## src/rtl/uart_rx_pkg.sv

```systemverilog
// Shared types and constants for the UART receive controller.
// Holds the config FSM states, legal prescale values, FIFO entry and config layouts.
// Helper functions are pure combinational utilities.
package uart_rx_pkg;

  typedef enum logic {
    ACTIVE  = 1'b0,
    PENDING = 1'b1
  } cfg_state_e;

  localparam logic [5:0] PRESCALE_8  = 6'd8;
  localparam logic [5:0] PRESCALE_16 = 6'd16;
  localparam logic [5:0] PRESCALE_32 = 6'd32;

  localparam int QUIET_W = 10;

  typedef struct packed {
    logic       stp_err;
    logic       par_err;
    logic [7:0] data;
  } frame_t;

  typedef struct packed {
    logic [5:0] prescale;
    logic       par_en;
    logic       par_typ;
  } rx_cfg_t;

  function automatic logic is_legal_prescale(input logic [5:0] p);
    return (p == PRESCALE_8) || (p == PRESCALE_16) || (p == PRESCALE_32);
  endfunction

  function automatic logic [7:0] sat_inc8(input logic [7:0] v);
    return (v == 8'hFF) ? v : v + 8'd1;
  endfunction

endpackage

```

## src/rtl/uart_rx_fifo.sv

```systemverilog
// Show-ahead frame FIFO with occupancy output; head is visible whenever rd_vld is high.
// Latency: a write is readable after the edge that stores it.
// Backpressure: a write into a full FIFO is dropped (wr_drop) unless a pop happens on the same edge.
module uart_rx_fifo
  import uart_rx_pkg::*;
#(
  parameter int DEPTH = 8
) (
  input  logic                   clk,
  input  logic                   rst,
  input  logic                   wr_vld,
  input  frame_t                 wr_dat,
  output logic                   wr_drop,
  output logic                   rd_vld,
  input  logic                   rd_rdy,
  output frame_t                 rd_dat,
  output logic [$clog2(DEPTH):0] level
);

  localparam int AW = $clog2(DEPTH);
  localparam logic [AW:0] FULL_LVL = (AW+1)'(DEPTH);

  frame_t        mem_q [DEPTH];
  logic [AW-1:0] wr_ptr_q, wr_ptr_d;
  logic [AW-1:0] rd_ptr_q, rd_ptr_d;
  logic [AW:0]   level_q, level_d;
  logic          full, pop, push;

  // Pointer and level update; a pop frees the slot a same-edge write needs when full
  always_comb begin
    full     = (level_q == FULL_LVL);
    pop      = (level_q != '0) && rd_rdy;
    push     = wr_vld && (!full || pop);
    wr_drop  = wr_vld && full && !pop;
    wr_ptr_d = wr_ptr_q;
    rd_ptr_d = rd_ptr_q;
    level_d  = level_q;
    if (push) wr_ptr_d = wr_ptr_q + AW'(1);
    if (pop)  rd_ptr_d = rd_ptr_q + AW'(1);
    case ({push, pop})
      2'b10:   level_d = level_q + (AW+1)'(1);
      2'b01:   level_d = level_q - (AW+1)'(1);
      default: level_d = level_q;
    endcase
  end

  // Control state registers
  always_ff @(posedge clk or negedge rst) begin
    if (!rst) begin
      wr_ptr_q <= '0;
      rd_ptr_q <= '0;
      level_q  <= '0;
    end else begin
      wr_ptr_q <= wr_ptr_d;
      rd_ptr_q <= rd_ptr_d;
      level_q  <= level_d;
    end
  end

  // Storage array, no reset needed since reads are gated by occupancy
  always_ff @(posedge clk) begin
    if (push) mem_q[wr_ptr_q] <= wr_dat;
  end

  assign rd_vld = (level_q != '0);
  assign rd_dat = rd_vld ? mem_q[rd_ptr_q] : '0;
  assign level  = level_q;

endmodule

```

## src/rtl/uart_rx_ctrl.sv

```systemverilog
// UART receiver controller: quiet-line config apply, frame capture FIFO, error statistics.
// Latency: frame event at edge N is visible on rd_* after edge N+1; config applies one edge after quiet >= 11*Prescale.
// Backpressure: rd_valid/rd_ready host port; frames arriving at a full FIFO are lost and set overrun.
// Option UART_RX_DROP_ERR_FRAMES_EN: frames with parity/stop errors are counted but not queued.
module uart_rx_ctrl
  import uart_rx_pkg::*;
#(
  parameter int         DEPTH        = 8,
  parameter logic [5:0] DEF_PRESCALE = 6'd8,
  parameter logic       DEF_PAR_EN   = 1'b1,
  parameter logic       DEF_PAR_TYP  = 1'b0
) (
  input  logic                   clk,
  input  logic                   rst,
  input  logic                   cfg_wr,
  input  logic [5:0]             cfg_prescale,
  input  logic                   cfg_par_en,
  input  logic                   cfg_par_typ,
  output logic                   cfg_pending,
  output logic                   cfg_err,
  output logic [5:0]             Prescale,
  output logic                   PAR_EN,
  output logic                   PAR_TYP,
  input  logic                   RX_IN,
  input  logic [7:0]             rx_p_data,
  input  logic                   rx_data_valid,
  input  logic                   rx_par_err,
  input  logic                   rx_stp_err,
  output logic                   rd_valid,
  input  logic                   rd_ready,
  output logic [7:0]             rd_data,
  output logic                   rd_par_err,
  output logic                   rd_stp_err,
  output logic [$clog2(DEPTH):0] fifo_level,
  output logic                   overrun,
  input  logic                   clr_stat,
  output logic [7:0]             par_err_cnt,
  output logic [7:0]             stp_err_cnt
);

  localparam rx_cfg_t DEF_CFG = '{prescale: DEF_PRESCALE, par_en: DEF_PAR_EN, par_typ: DEF_PAR_TYP};

  cfg_state_e         state_q, state_d;
  rx_cfg_t            shadow_q, shadow_d;
  rx_cfg_t            active_q, active_d;
  logic               cfg_err_q, cfg_err_d;
  logic [QUIET_W-1:0] quiet_q, quiet_d;
  logic [QUIET_W-1:0] quiet_thr;
  logic               cfg_legal, apply;

  logic               ev_or_q, ev_or_d;
  logic               frame_ev;
  logic               evt_vld_q, evt_vld_d;
  frame_t             evt_dat_q, evt_dat_d;
  logic               overrun_q, overrun_d;
  logic [7:0]         par_cnt_q, par_cnt_d;
  logic [7:0]         stp_cnt_q, stp_cnt_d;

  frame_t             head;
  logic               fifo_drop;

  // Threshold from the currently active prescale; 63*11 still fits in 10 bits
  assign quiet_thr = QUIET_W'(active_q.prescale) * QUIET_W'(11);

  // Config FSM: a new legal write always wins over a same-cycle apply
  always_comb begin
    state_d   = state_q;
    shadow_d  = shadow_q;
    active_d  = active_q;
    cfg_legal = is_legal_prescale(cfg_prescale);
    apply     = (state_q == PENDING) && (quiet_q >= quiet_thr);
    if (cfg_wr && cfg_legal) begin
      shadow_d = '{prescale: cfg_prescale, par_en: cfg_par_en, par_typ: cfg_par_typ};
      state_d  = PENDING;
    end else if (apply) begin
      active_d = shadow_q;
      state_d  = ACTIVE;
    end
  end

  // Quiet-line counter and sticky config error
  always_comb begin
    quiet_d   = quiet_q;
    cfg_err_d = cfg_err_q;
    if (!RX_IN)                    quiet_d = '0;
    else if (quiet_q != '1)        quiet_d = quiet_q + QUIET_W'(1);
    if (clr_stat)                  cfg_err_d = 1'b0;
    else if (cfg_wr && !cfg_legal) cfg_err_d = 1'b1;
  end

  // Frame event detection, capture stage and statistics
  always_comb begin
    ev_or_d   = rx_data_valid | rx_par_err | rx_stp_err;
    frame_ev  = ev_or_d && !ev_or_q;
    evt_dat_d = frame_ev ? frame_t'{stp_err: rx_stp_err, par_err: rx_par_err, data: rx_p_data}
                         : evt_dat_q;
`ifdef UART_RX_DROP_ERR_FRAMES_EN
    evt_vld_d = frame_ev && !rx_par_err && !rx_stp_err;
`else
    evt_vld_d = frame_ev;
`endif
    par_cnt_d = par_cnt_q;
    stp_cnt_d = stp_cnt_q;
    overrun_d = overrun_q;
    if (clr_stat) begin
      par_cnt_d = '0;
      stp_cnt_d = '0;
      overrun_d = 1'b0;
    end else begin
      if (frame_ev && rx_par_err) par_cnt_d = sat_inc8(par_cnt_q);
      if (frame_ev && rx_stp_err) stp_cnt_d = sat_inc8(stp_cnt_q);
      if (fifo_drop)              overrun_d = 1'b1;
    end
  end

  // All controller registers; reset discards any pending shadow and restores defaults
  always_ff @(posedge clk or negedge rst) begin
    if (!rst) begin
      state_q   <= ACTIVE;
      shadow_q  <= DEF_CFG;
      active_q  <= DEF_CFG;
      cfg_err_q <= 1'b0;
      quiet_q   <= '0;
      ev_or_q   <= 1'b0;
      evt_vld_q <= 1'b0;
      evt_dat_q <= '0;
      overrun_q <= 1'b0;
      par_cnt_q <= '0;
      stp_cnt_q <= '0;
    end else begin
      state_q   <= state_d;
      shadow_q  <= shadow_d;
      active_q  <= active_d;
      cfg_err_q <= cfg_err_d;
      quiet_q   <= quiet_d;
      ev_or_q   <= ev_or_d;
      evt_vld_q <= evt_vld_d;
      evt_dat_q <= evt_dat_d;
      overrun_q <= overrun_d;
      par_cnt_q <= par_cnt_d;
      stp_cnt_q <= stp_cnt_d;
    end
  end

  uart_rx_fifo #(
    .DEPTH (DEPTH)
  ) u_fifo (
    .clk     (clk),
    .rst     (rst),
    .wr_vld  (evt_vld_q),
    .wr_dat  (evt_dat_q),
    .wr_drop (fifo_drop),
    .rd_vld  (rd_valid),
    .rd_rdy  (rd_ready),
    .rd_dat  (head),
    .level   (fifo_level)
  );

  assign cfg_pending = (state_q == PENDING);
  assign cfg_err     = cfg_err_q;
  assign Prescale    = active_q.prescale;
  assign PAR_EN      = active_q.par_en;
  assign PAR_TYP     = active_q.par_typ;
  assign rd_data     = head.data;
  assign rd_par_err  = head.par_err;
  assign rd_stp_err  = head.stp_err;
  assign overrun     = overrun_q;
  assign par_err_cnt = par_cnt_q;
  assign stp_err_cnt = stp_cnt_q;

endmodule

```

## config.mk

```make
export PLATFORM = sky130hd
export DESIGN_NAME = uart_rx_ctrl
export DESIGN_NICKNAME = d
export VERILOG_FILES = /design/src/rtl/uart_rx_pkg.sv /design/src/rtl/uart_rx_fifo.sv /design/src/rtl/uart_rx_ctrl.sv
export SDC_FILE = /design/constraint.sdc
export NUM_CORES = 1
export LEC_CHECK = 0
export ABC_CLOCK_PERIOD_IN_PS = 11800
export CORE_ASPECT_RATIO = 1.4
export CORE_MARGIN = 5
export CORE_UTILIZATION = 40
export DETAILED_ROUTE_END_ITERATION = 16
export DONT_BUFFER_PORTS = 1
export SETUP_SLACK_MARGIN = 0.1
export SLEW_MARGIN = 10
export SYNTH_ARGS = -nofsm -noshare
export SYNTH_HDL_FRONTEND = slang
export SYNTH_HIERARCHICAL = 1
export SYNTH_SLANG_ARGS = --single-unit
export TNS_END_PERCENT = 30
```

## constraint.sdc

```tcl
create_clock -name clk -period 11.8 [get_ports clk]
set_input_delay 1.77 -clock clk [delete_from_list [all_inputs] [get_ports clk]]
set_output_delay 1.77 -clock clk [all_outputs]
set_load 0.01 [all_outputs]
```

Yosys cells after proc, flatten, opt, wreduce, memory -nomap -nowiden

Memories as Yosys holds them, arrays and structs flattened.
Index checks and enable logic that the tools add are counted.
Widths: inputs -> output; s select.

Multiplexer cells: 18
Eq/ne operators: 12
Reductions and logical operators: 27
Bitwise logic cells: 3
Add/subtract/negate cells: 7
$lt $le $gt $ge: 1
Multipliers: 1

Operator list:

| cell                  | count |
|---|---|
| $mux 8                | 6 |
| $mux 10               | 3 |
| $add 8x1->8 const B   | 2 |
| $eq 8x8->1 const B    | 2 |
| $reduce_bool 2->1     | 6 |
| $add 10x1->10 const B | 1 |
| $ge 10x10->1          | 1 |
| $logic_and 1x1->1     | 10 |
| $mul 6x4->10 const B  | 1 |
| $ne 10x10->1 const B  | 1 |
| $mux 1                | 8 |
| $pmux 4 s2            | 1 |
| $add 3x1->3 const B   | 2 |
| $eq 6x4->1 const B    | 1 |
| $eq 6x5->1 const B    | 1 |
| $eq 6x6->1 const B    | 1 |
| $reduce_and 2->1      | 3 |
| $add 4x1->4 const B   | 1 |
| $eq 4x4->1 const B    | 1 |
| $logic_not 1->1       | 4 |
| $ne 2x2->1 const B    | 2 |
| $reduce_bool 4->1     | 1 |
| $sub 4x1->4 const B   | 1 |
| $logic_or 1x1->1      | 3 |
| other kinds (5)       | 6 |

Output and inout bits: 42
Memories: 1
Register bits: 67
RAM bits: 80
Word-level logic and storage cells: 90
Bits of input ports: 25

Memories:

| memory       | words | width | rd ports | clocked after memory_dff | wr ports | line               | RTL |
|---|---|---|---|---|---|---|---|
| u_fifo.mem_q | 8     | 10    | 1        | 0                        | 1        | uart_rx_fifo.sv:23 | `frame_t mem_q [DEPTH];` |

Logic depth before layout (Yosys ltp)

Gate-level depths: netlist (run 1).

Depth after elaboration: 7
Depth in mapped cells: 15
Mapped depth without buffers: 15

Modules after synthesis

Netlist (run 1), hierarchy kept.

Modules (own cells, without submodules):

| module       | seq. area each (µm²) | cells each | area each (µm²) | instances |
|---|---|---|---|---|
| uart_rx_fifo | 2,652.5              | 228        | 3,757.4         | 1 |
| uart_rx_ctrl | 1,431.4              | 291        | 3,146.8         | 1 |

Least setup slack after synthesis (run 1)

No wires, ideal clock.

Path kind: register -> register
Start: register active_q, in the netlist Prescale[3]
End: register active_q, in the netlist PAR_TYP
Arrival: 3.796 ns
Slack: 7.879 ns
Setup time: 0.125 ns
Path buffers: 0
Period minus slack after synthesis: 3.921 ns
Cell stages (with the launch flop): 15
Data required time: 11.675 ns
Cells stage by stage: dfstp_2 > ha_1 > fa_1 > ha_1 > nor2b_1 > o21a_1 > o21ai_0 > a21oi_1 > a2111oi_0 > ha_1 > o21ai_0 > nor2_1 > nor3_1 > nor3_4 > mux2_2

Cells in the longest elaborated chain, start to end: 4

Ends and longest elaborated chain:

| what                       | line                | RTL |
|---|---|---|
| start: declaration         | uart_rx_ctrl.sv:45  | `rx_cfg_t active_q, active_d;` |
| start signal: assignment   | uart_rx_ctrl.sv:133 | `active_q <= active_d;` |
| $mul 6x4->10               | uart_rx_ctrl.sv:63  | `assign quiet_thr = QUIET_W'(active_q.prescale) * QUIET_W'(11);` |
| $ge 10x10->1               | uart_rx_ctrl.sv:71  | `apply = (state_q == PENDING) && (quiet_q >= quiet_thr);` |
| $logic_and 1x1->1          | uart_rx_ctrl.sv:71  |  |
| $reduce_and 2->1 (no line) | --                  |  |

No other way between the ends.
A chain may end at the register's enable or synchronous reset.

Worst setup path after layout (run 1)

Start: register active_q, in the netlist Prescale[3]
End: register active_q, in the netlist Prescale[4]

The elaborated chain is that of the path after synthesis.

==> results by stage, run 1 <==
STA:
- After layout, the worst path uses 37.4% of the clock period.
- The headroom to the max-slew limit is 30.4%.
- Setup violations remaining at the end of the flow were counted as 0.
- The maximum frequency from static timing analysis is 0.227 GHz.
- Setup total negative slack on the finished layout was measured at 0 ns.
- At the pin with the least slew margin, the transition time is 1.04 ns.
- The setup slack after layout is 7.39 ns.
- The final count of hold timing violations is 0.
- The clock period could shrink to 4.41 ns.
- Setup repair after global routing left no endpoint under its margin.
- The final max-slew violation count came to 0.
- For the final database, setup skew stands at 0.00742 ns.

Run:
- The number of max-cap violations is 0.

Critical path:
- The flop-to-flop setup slack is 7.39 ns.
- Data arrives at the worst endpoint at 4.71 ns.
- The worst register-to-register path begins at Prescale[3]$_DFFE_PN1P_.
- The endpoint identified for the worst register-to-register timing path is Prescale[4]$_DFFE_PN0P_.
- The worst setup path is captured at a flop.
- Along the worst path, the maximum fanout reaches 8.
- The required time reported for the critical path endpoint is 12.10 ns.
- The worst setup path is launched from a flop.
- The launch point of the worst path is Prescale[3]$_DFFE_PN1P_.
- The type of the setup path with the least slack is reg -> reg.
- The number of cells on the worst reg-to-reg path is 14.

Synthesis:
- The number of nets produced by synthesis is 579.
- The predominant post-synthesis flop cell is edfxtp_1.
- The sequential share of the synthesized area is 59.2%.
- Averaged over all synthesized cells, the footprint is 13.3 µm².
- The biggest area contributor in the post-synthesis netlist is edfxtp_1.
- In the post-synthesis netlist, the biggest area contributors are edfxtp_1 35%, dfrtp_1 23%, mux2i_1 6.7%, ha_1 5.8%, mux2_2 3.6%.
- The number of flops mapped to enable cells by yosys is 80.
- The share of synthesized registers carrying an async set or reset is 45.6%.
- During synthesis, Yosys emitted a total of 6 warnings.
- The post-synthesis cell area is 6900 µm².
- Of the post-synthesis cell area, the dominant cell type holds 34.8%.
- The number of synthesized register bits is 147.
- The number of different library cells used by synthesis comes to 55.
- The number of standard cells after synthesis is 519.

Hold path:
- The number of cells on the worst hold path is 2.
- The class of the most critical hold timing path is reg -> reg.
- The worst hold path terminates at shadow_q[5]$_DFFE_PN1P_.
- The startpoint identified for the worst hold timing path is shadow_q[5]$_DFFE_PN1P_.

Clock network:
- TritonCTS built the clock tree.
- The sink count of the clock tree is 147.
- Post-CTS timing repair inserted 0 buffers for setup.
- The number of H-tree levels is 4.
- The number of CTS-inserted buffers is 17.
- Clock latency on the worst-skew pair, taken at its later pin, is 0.41 ns.
- The clock slew seen by the registers of the worst setup and hold paths is 0.06 ns.
- The clock root buffer master is clkbuf_16.
- In this run, post-CTS repair resized a total of 0 instances.
- The number of buffers inserted by hold repair at cts is 0.
- Counting along the longest clock path gives a buffer depth of 2.

Floorplanning:
- For this configuration, the core starts out at a cell density of 40.9%.
- Measured along the y axis, the die boundary spans 165 µm.
- The site row count is 56.
- The die covers 20,000 µm².
- The number of primary I/O pins is 67.
- The width of the die is 121 µm.
- The region available for standard cell placement spans 16,900 µm².

Routing:
- The total iterations of the first detailed-routing run is 4.
- For this run, design rule violations remaining after detail routing come to 0.
- The detailed route wirelength on metal3 is 614 µm.
- For this block, the routed nets add up to 13,800 µm of wire.
- The final antenna-violating net count is 0.
- After detailed routing, the average wire length per cell comes to 17.9 µm.
- The detailed router used layers up to and including met4.
- The routed length on met2 is 7330 µm.
- Detailed routing inserted a total of 4,081 vias.
- The met1 layer wirelength in the final routing is 5590 µm.
- The mean number of vias per cell is 5.30.
- In this run, the number of DRC markers left after iteration 0 of detailed routing was 203.

Cells and area:
- From synthesis to final layout, the design area changed by 12.3%.
- Leaving out fill and tap cells, the most frequent cell in the layout is edfxtp_1.
- The post-route netlist has 15.2% of its cells at a drive strength greater than 1.
- The final layout net count is 585.
- In the layout the commonest cells are 80 x edfxtp_1, 62 x dfrtp_1, 46 x mux2i_1, 32 x nor2_1, 32 x ha_1.
- 0 antenna diodes ended up in the layout.
- With fillers left out, the area of the finished cells amounts to 7750 µm².
- The number of filler cells placed in the layout is 1,538.

Placed design:
- After detailed placement, the total cell area comes to 7160 µm².
- The pre-CTS setup slack is 7.36 ns.
- Routability-driven placement finished with a final weighted congestion of 0.761.
- The number of buffers inserted by port buffering is 0.
- The HPWL reported at the end of detailed placement is 9670 µm.

Global routing:
- The initial antenna violation count is 0.
- The maximum number of pins on one net before global-route repair is 68.
- The number of global-route vias before repair is 4,319.
- The global-route wire length before repair is 22,600 µm.
- The total routing usage reported by global routing is 14.6%.
- The total overflow left after global routing is 0.

Power:
- The static power due to leakage is 3.07 nW.
- The worst IR drop on VDD is 0.103 mV.
- The part of the total power dissipated in combinational logic is 26.0%.
- The internal power component is 1.12 mW.
- The switching component of the power is 0.527 mW.
- The part of the power in the clock network is 32.4%.
- The switching fraction of total power is 32.0%.
- Power spread over the standard cell area amounts to 212 nW/µm².
- In this run, flip-flops and latches consume 41.6% of the power.

Outcome:
- The flow ran to the end, and the final reports show no timing, DRC or antenna violations.
[power by group through the flow]
stage	combinational (mW)	sequential, mW	clock (mW)
6_report	0.429	0.685	0.533
5_1_grt	0.485	0.696	0.571
4_1_cts	0.435	0.687	0.550
3_5_place_dp	0.433	0.697	0
3_3_place_gp	0.419	0.692	0
2_1_floorplan	0.378	0.663	0
[through the flow]
stage	total power, mW	util [%]	hold WS [ns]	instances
finish	1.65	45.9	0.490	770
global route	1.75	45.9	0.517	770
CTS	1.67	45.9	0.493	770
floorplan	1.04	-	0.443	519
detailed placement	1.13	42.4	0.480	738
global placement	1.11	42.4	0.481	738
[synthesized netlist by cell type, types with 6 or more instances]
cell type	n
nor2b_1	6
o21ai_0	15
nand4_1	8
xor2_1	11
nor3_1	15
inv_1	23
mux2_2	22
dfrtp_1	63
ha_1	32
nor2_1	32
a221o_1	10
nand2_1	26
clkbuf_1	6
xnor2_1	15
a221oi_1	9
mux2i_1	46
a21oi_1	15
edfxtp_1	80
nand3_1	8
a211oi_1	6
[cell families after synthesis]
kind of cell | share of synthesized area [%]
xor+xnor | 3.30
simple gates | 9.61
mux | 10.3
buf+inv | 2.83
fa+ha+maj | 6.67
compound gates | 8.19
flops | 59.2
[worst max path at each step]
stage,endpoint,cells past startpoint
finish,Prescale[4]$_DFFE_PN0P_,14
global route,Prescale[4]$_DFFE_PN0P_,14
CTS,Prescale[4]$_DFFE_PN0P_,14
detailed placement,Prescale[2]$_DFFE_PN0P_,14
global placement,Prescale[1]$_DFFE_PN0P_,14
floorplan,PAR_TYP$_DFFE_PN0P_,14
[metal layers]
metal  track usage, %  up-vias
met4             5.41        0
met5                0        -
met1             16.6     2048
met2             26.2       75
li1                 -     1943
met3             4.19       15
[layout make-up]
class | instances | area (µm²) | area share, %
Clock buffer | 19 | 443 | 5.71
Clock inverter | 13 | 151 | 1.95
Inverter | 23 | 86.3 | 1.11
Multi-Input combinational cell | 331 | 2660 | 34.3
Sequential cell | 147 | 4090 | 52.7
Tap cell | 232 | 290 | 3.74
Timing Repair Buffer | 5 | 37.5 | 0.484
[flip-flops by register name (all words and copies together) (netlist names)]
register,flops
Prescale,6
u_fifo/level,4
overrun,1
evt_dat_q,10
stp_err_cnt,8
shadow_q,8
PAR_EN,1
cfg_pending,1
u_fifo/mem_q,80
u_fifo/rd_ptr_q,3
ev_or_q,1
par_err_cnt,8
cfg_err,1
u_fifo/wr_ptr_q,3
quiet_q,10
PAR_TYP,1
evt_vld_q,1
[critical path, cell delays in order (launching register included)]
cell,delay [ns]
dfstp_2,0.60
ha_1,0.27
fa_1,0.46
ha_1,0.35
nor2b_1,0.15
o21a_1,0.17
o21ai_0,0.22
a21oi_1,0.10
a2111oi_0,0.47
ha_1,0.27
o21ai_0,0.11
o21ai_0,0.19
a21oi_1,0.11
nor3_4,0.44
mux2_2,0.39
No activity file was read; power rests on OpenSTA's default activity.
==> run 2, diff against run 1 <==
ABC_CLOCK_PERIOD_IN_PS = 3700   (was 11800)
clock period = 3.7 ns   (was 11.8 ns; I/O delays follow)
==> run 2 against run 1 <==
  * The flow now finishes with violations (negative setup slack)
  * Flip-flop and latch count unchanged
  * Clock power rose to 3.5 times the previous value
  * Die area unchanged
  * Via count up 2.5%
  * Setup slack worse by 7.5 ns
  * Global-route usage up 0.43 points
  * Critical path type unchanged
==> results by stage, run 2 (synthesis results as in run 1) <==
Outcome:
- The flow ran to the end, but the final reports show violations.
- The final reports fail on negative setup slack.

Floorplanning:
- The number of primary I/O pins came to 67 (unchanged).
- The site row count is 56 (unchanged).
- The die extent in y is 165 µm (unchanged).
- The width of the die was 121 µm (unchanged).
- The area of the core is 16,900 µm² (unchanged).
- The overall die area is 20,000 µm² (unchanged).
- The initial core utilization is 40.9% (unchanged).

Routing:
- The number of DRC violations after detailed-routing iteration 0 came to 216 (+6.4%).
- The detailed-route wire length is 14,100 µm (+2.5%).
- The via count was 4,185 (+2.5%).
- The mean number of vias per cell came to 5.31 (+0.21%).
- The final antenna-violating net count is 0 (unchanged).
- The detailed-route DRC error count came to 0 (unchanged).
- The post-detailed-route wirelength per cell came to 17.9 µm (+0.15%).
- The total iterations of the first detailed-routing run is 4 (unchanged).

Placed design:
- The count of placed standard cells including taps is 753 (+2.0%).
- The cell area after placement came to 7280 µm² (+1.7%).
- The number of buffers inserted by port buffering is 0 (unchanged).
- The weighted congestion reported at the end of routability-driven placement was 0.754 (-0.91%).
- The HPWL reported at the end of detailed placement is 9760 µm (+0.89%).

STA:
- The aggregate negative setup slack is -0.414 ns (-0.414 ns).
- The headroom to the max-slew limit came to 31.4% (+0.97 points).
- The transition time at the pin with the least slew margin was 1.03 ns (-0.0145 ns).
- The setup slack after layout is -0.0740 ns (-7.46 ns).
- The final critical-path required period is 3.77 ns (-0.637 ns).
- Setup repair after global routing could not meet its margin everywhere.
- The final max-slew violation count was 0 (unchanged).
- The total setup violations reported at the end of the flow is 8 (+8).
- The final count of hold timing violations is 0 (unchanged).
- The fraction of the cycle the final worst path needs is 102% (+65 points).
- The maximum frequency from static timing analysis is 0.265 GHz (+17%).
- The clock skew is 0.00677 ns (-0.000650 ns).

Global routing:
- The number of global-route vias before repair is 4,479 (+3.7%).
- The initial antenna violation count came to 0 (unchanged).
- The global-route wire length before repair is 23,300 µm (+3.1%).
- The maximum number of pins on one net before global-route repair is 68 (unchanged).
- The total routing usage reported by global routing is 15.1% (+0.43 points).
- The overflow left after global routing is 0 (unchanged).

Power:
- The part of the power in the clock network is 33.5% (+1.1 points).
- The static power due to leakage was 3.21 nW (+4.7%).
- The internal power component is 3.86 mW (+250%).
- The post-route total power is 5.65 mW (+240%).
- The switching fraction of total power is 31.6% (-0.40 points).
- The worst IR drop on VDD is 0.305 mV (+200%).
- The part of the total power dissipated in combinational logic is 27.0% (+1.0 points).
- The power density normalized to cell area is 701 nW/µm² (+230%).
- The switching component of the power is 1.79 mW (+240%).
- The sequential fraction of design power is 39.5% (-2.1 points).

Cells and area:
- In the layout the commonest cells are 80 x edfxtp_1, 62 x dfrtp_1, 46 x mux2i_1, 32 x nor2_1, 29 x ha_1.
- The register bank with the most flops is u_fifo/mem_q.
- The fraction of layout cells with a size suffix above 1 is 19.6% (+4.4 points).
- The number of antenna repair diodes is 0 (unchanged).
- The largest registers in the layout are u_fifo/mem_q x80, evt_dat_q x10, quiet_q x10.
- The leading cell type in the layout, fill and taps excluded is edfxtp_1.
- The flip-flop count of the largest register after layout is 80 (unchanged).
- The final instance area came to 8060 µm² (+4.0%).
- The final layout net count was 603 (+3.1%).
- Relative to the synthesized area, the layout overhead comes to 16.7%.
- The count of placed standard cells in the final layout, fillers left out is 788 (+2.3%).

Clock network:
- The number of CTS-inserted buffers was 17 (unchanged).
- The number of H-tree levels is 4 (unchanged).
- The clock slew seen by the registers of the worst setup and hold paths is 0.06 ns (about the same).
- The clock latency on the worst-skew pair came to 0.42 ns (about the same).
- The clock root buffer master is clkbuf_16.
- TritonCTS built the clock tree.
- The sink count of the clock tree is 147 (unchanged).
- The maximum count of clock buffers along a single path is 2 (unchanged).

Critical path:
- The endpoint identified for the worst register-to-register timing path is Prescale[5]$_DFFE_PN0P_.
- The delay of the slowest cell on the worst path is 0.55 ns (-0.05 ns).
- STA classifies the critical path startpoint as a flop.
- In this run the critical register-to-register path is launched from Prescale[3]$_DFFE_PN1P_.
- The endpoint arrival time on the critical path is 4.08 ns (-0.63 ns).
- The nature of the critical path endpoint is a flop.
- The largest fanout on the critical path is 8 (unchanged).
- The type of the setup path with the least slack is reg -> reg.
- Traced cell by cell, the critical path runs through ha_4 -> fa_1 -> ha_4 -> buf_4 -> a21oi_4 -> buf_4 -> o21ai_0 -> a21o_1 -> a21oi_1 -> ha_1 -> a2111oi_1 -> o21ai_1 -> a21oi_2 -> nor3_4 -> buf_12 -> mux2_2.
- The required time reported for the critical path endpoint was 4.00 ns (-8.10 ns).
- The length in cells of the worst reg-to-reg path is 16 (+2).
- The flop-to-flop setup slack is -0.07 ns (-7.46 ns).
- The library cell contributing the largest single delay on the critical path is dfstp_2.

Hold path:
- The path class of the tightest hold or removal check is in -> async.

Run:
- The number of max-cap violations came to 0 (unchanged).
-- run 2: changes by cell type in the layout (fill, tap and decap cells not counted), moves of 3 or more --
cell,delta
a21oi_1,-4
ha_4,+3
a21oi_2,+3
o21ai_0,-4
buf_4,+16
ha_1,-3
bufinv_16,+3
-- run 2: worst max-delay path by stage --
stage                                       start                       to  slack (ns)  depth (start not counted)
after detailed placement  Prescale[3]$_DFFE_PN1P_  Prescale[5]$_DFFE_PN0P_       -0.12                         14
final                     Prescale[3]$_DFFE_PN1P_  Prescale[5]$_DFFE_PN0P_       -0.07                         16
after global placement    Prescale[3]$_DFFE_PN1P_  Prescale[4]$_DFFE_PN0P_       -0.14                         14
after global routing      Prescale[3]$_DFFE_PN1P_  Prescale[5]$_DFFE_PN0P_       -0.22                         15
after floorplan           Prescale[3]$_DFFE_PN1P_      PAR_TYP$_DFFE_PN0P_        0.06                         14
after CTS                 Prescale[3]$_DFFE_PN1P_  Prescale[5]$_DFFE_PN0P_       -0.02                         15
-- run 2: area by class of cell --
class                           instances  area [µm²]
Sequential cell                       147        4090
Inverter                               23        86.3
Fill cell                            1472        8830
Timing Repair Buffer                   23         205
Tap cell                              232         290
Multi-Input combinational cell        331        2740
Clock inverter                         14         225
Clock buffer                           18         429
-- run 2: critical path: cells and delay by family (launching register included) --
kind / cells / cell delay (ns)
muxes: 1 / 0.27
adders and majority gates: 4 / 1.18
buffers and inverters: 3 / 0.40
AOI/OAI and AO/OA: 7 / 1.20
DFF: 1 / 0.55
and+or+nand+nor: 1 / 0.06
-- run 2: timing repair --
| action | in CTS | in global routing |
|---|---|---|
| hold buffers | 1 | 0 |
| pin swaps | 7 | 9 |
| setup buffers | 1 | 1 |
| gates resized for setup | 8 | 5 |
| endpoints found under the hold margin | 67 | 0 |
| setup endpoints to repair | 9 | 9 |
| gates cloned | 0 | 0 |
-- run 2: power by group through the flow --
stage	logic, mW	clock network, mW	registers (mW)
floorplan	1.24	0	2.11
global placement	1.39	0	2.25
detailed placement	1.44	0	2.27
CTS	1.51	1.94	2.24
global route	1.69	2.01	2.27
finish	1.52	1.89	2.23
-- run 2: per-stage QoR --
stage,hold slack [ns],utilization (%),setup WS [ns]
after global routing,0.0273,47.7,-0.221
after CTS,0.0141,47.5,-0.0246
after detailed placement,0.262,43.1,-0.123
final,0.00494,47.7,-0.0740
after global placement,0.262,43.1,-0.137
after floorplan,0.259,-,0.0576
-- run 2: routing by layer --
layer	GRT usage, %	routed length, µm	vias up
met4	6.55	309	0
met5	0	0	-
met3	3.99	568	23
met1	16.3	5520	2099
met2	27.6	7690	75
li1	-	-	1988
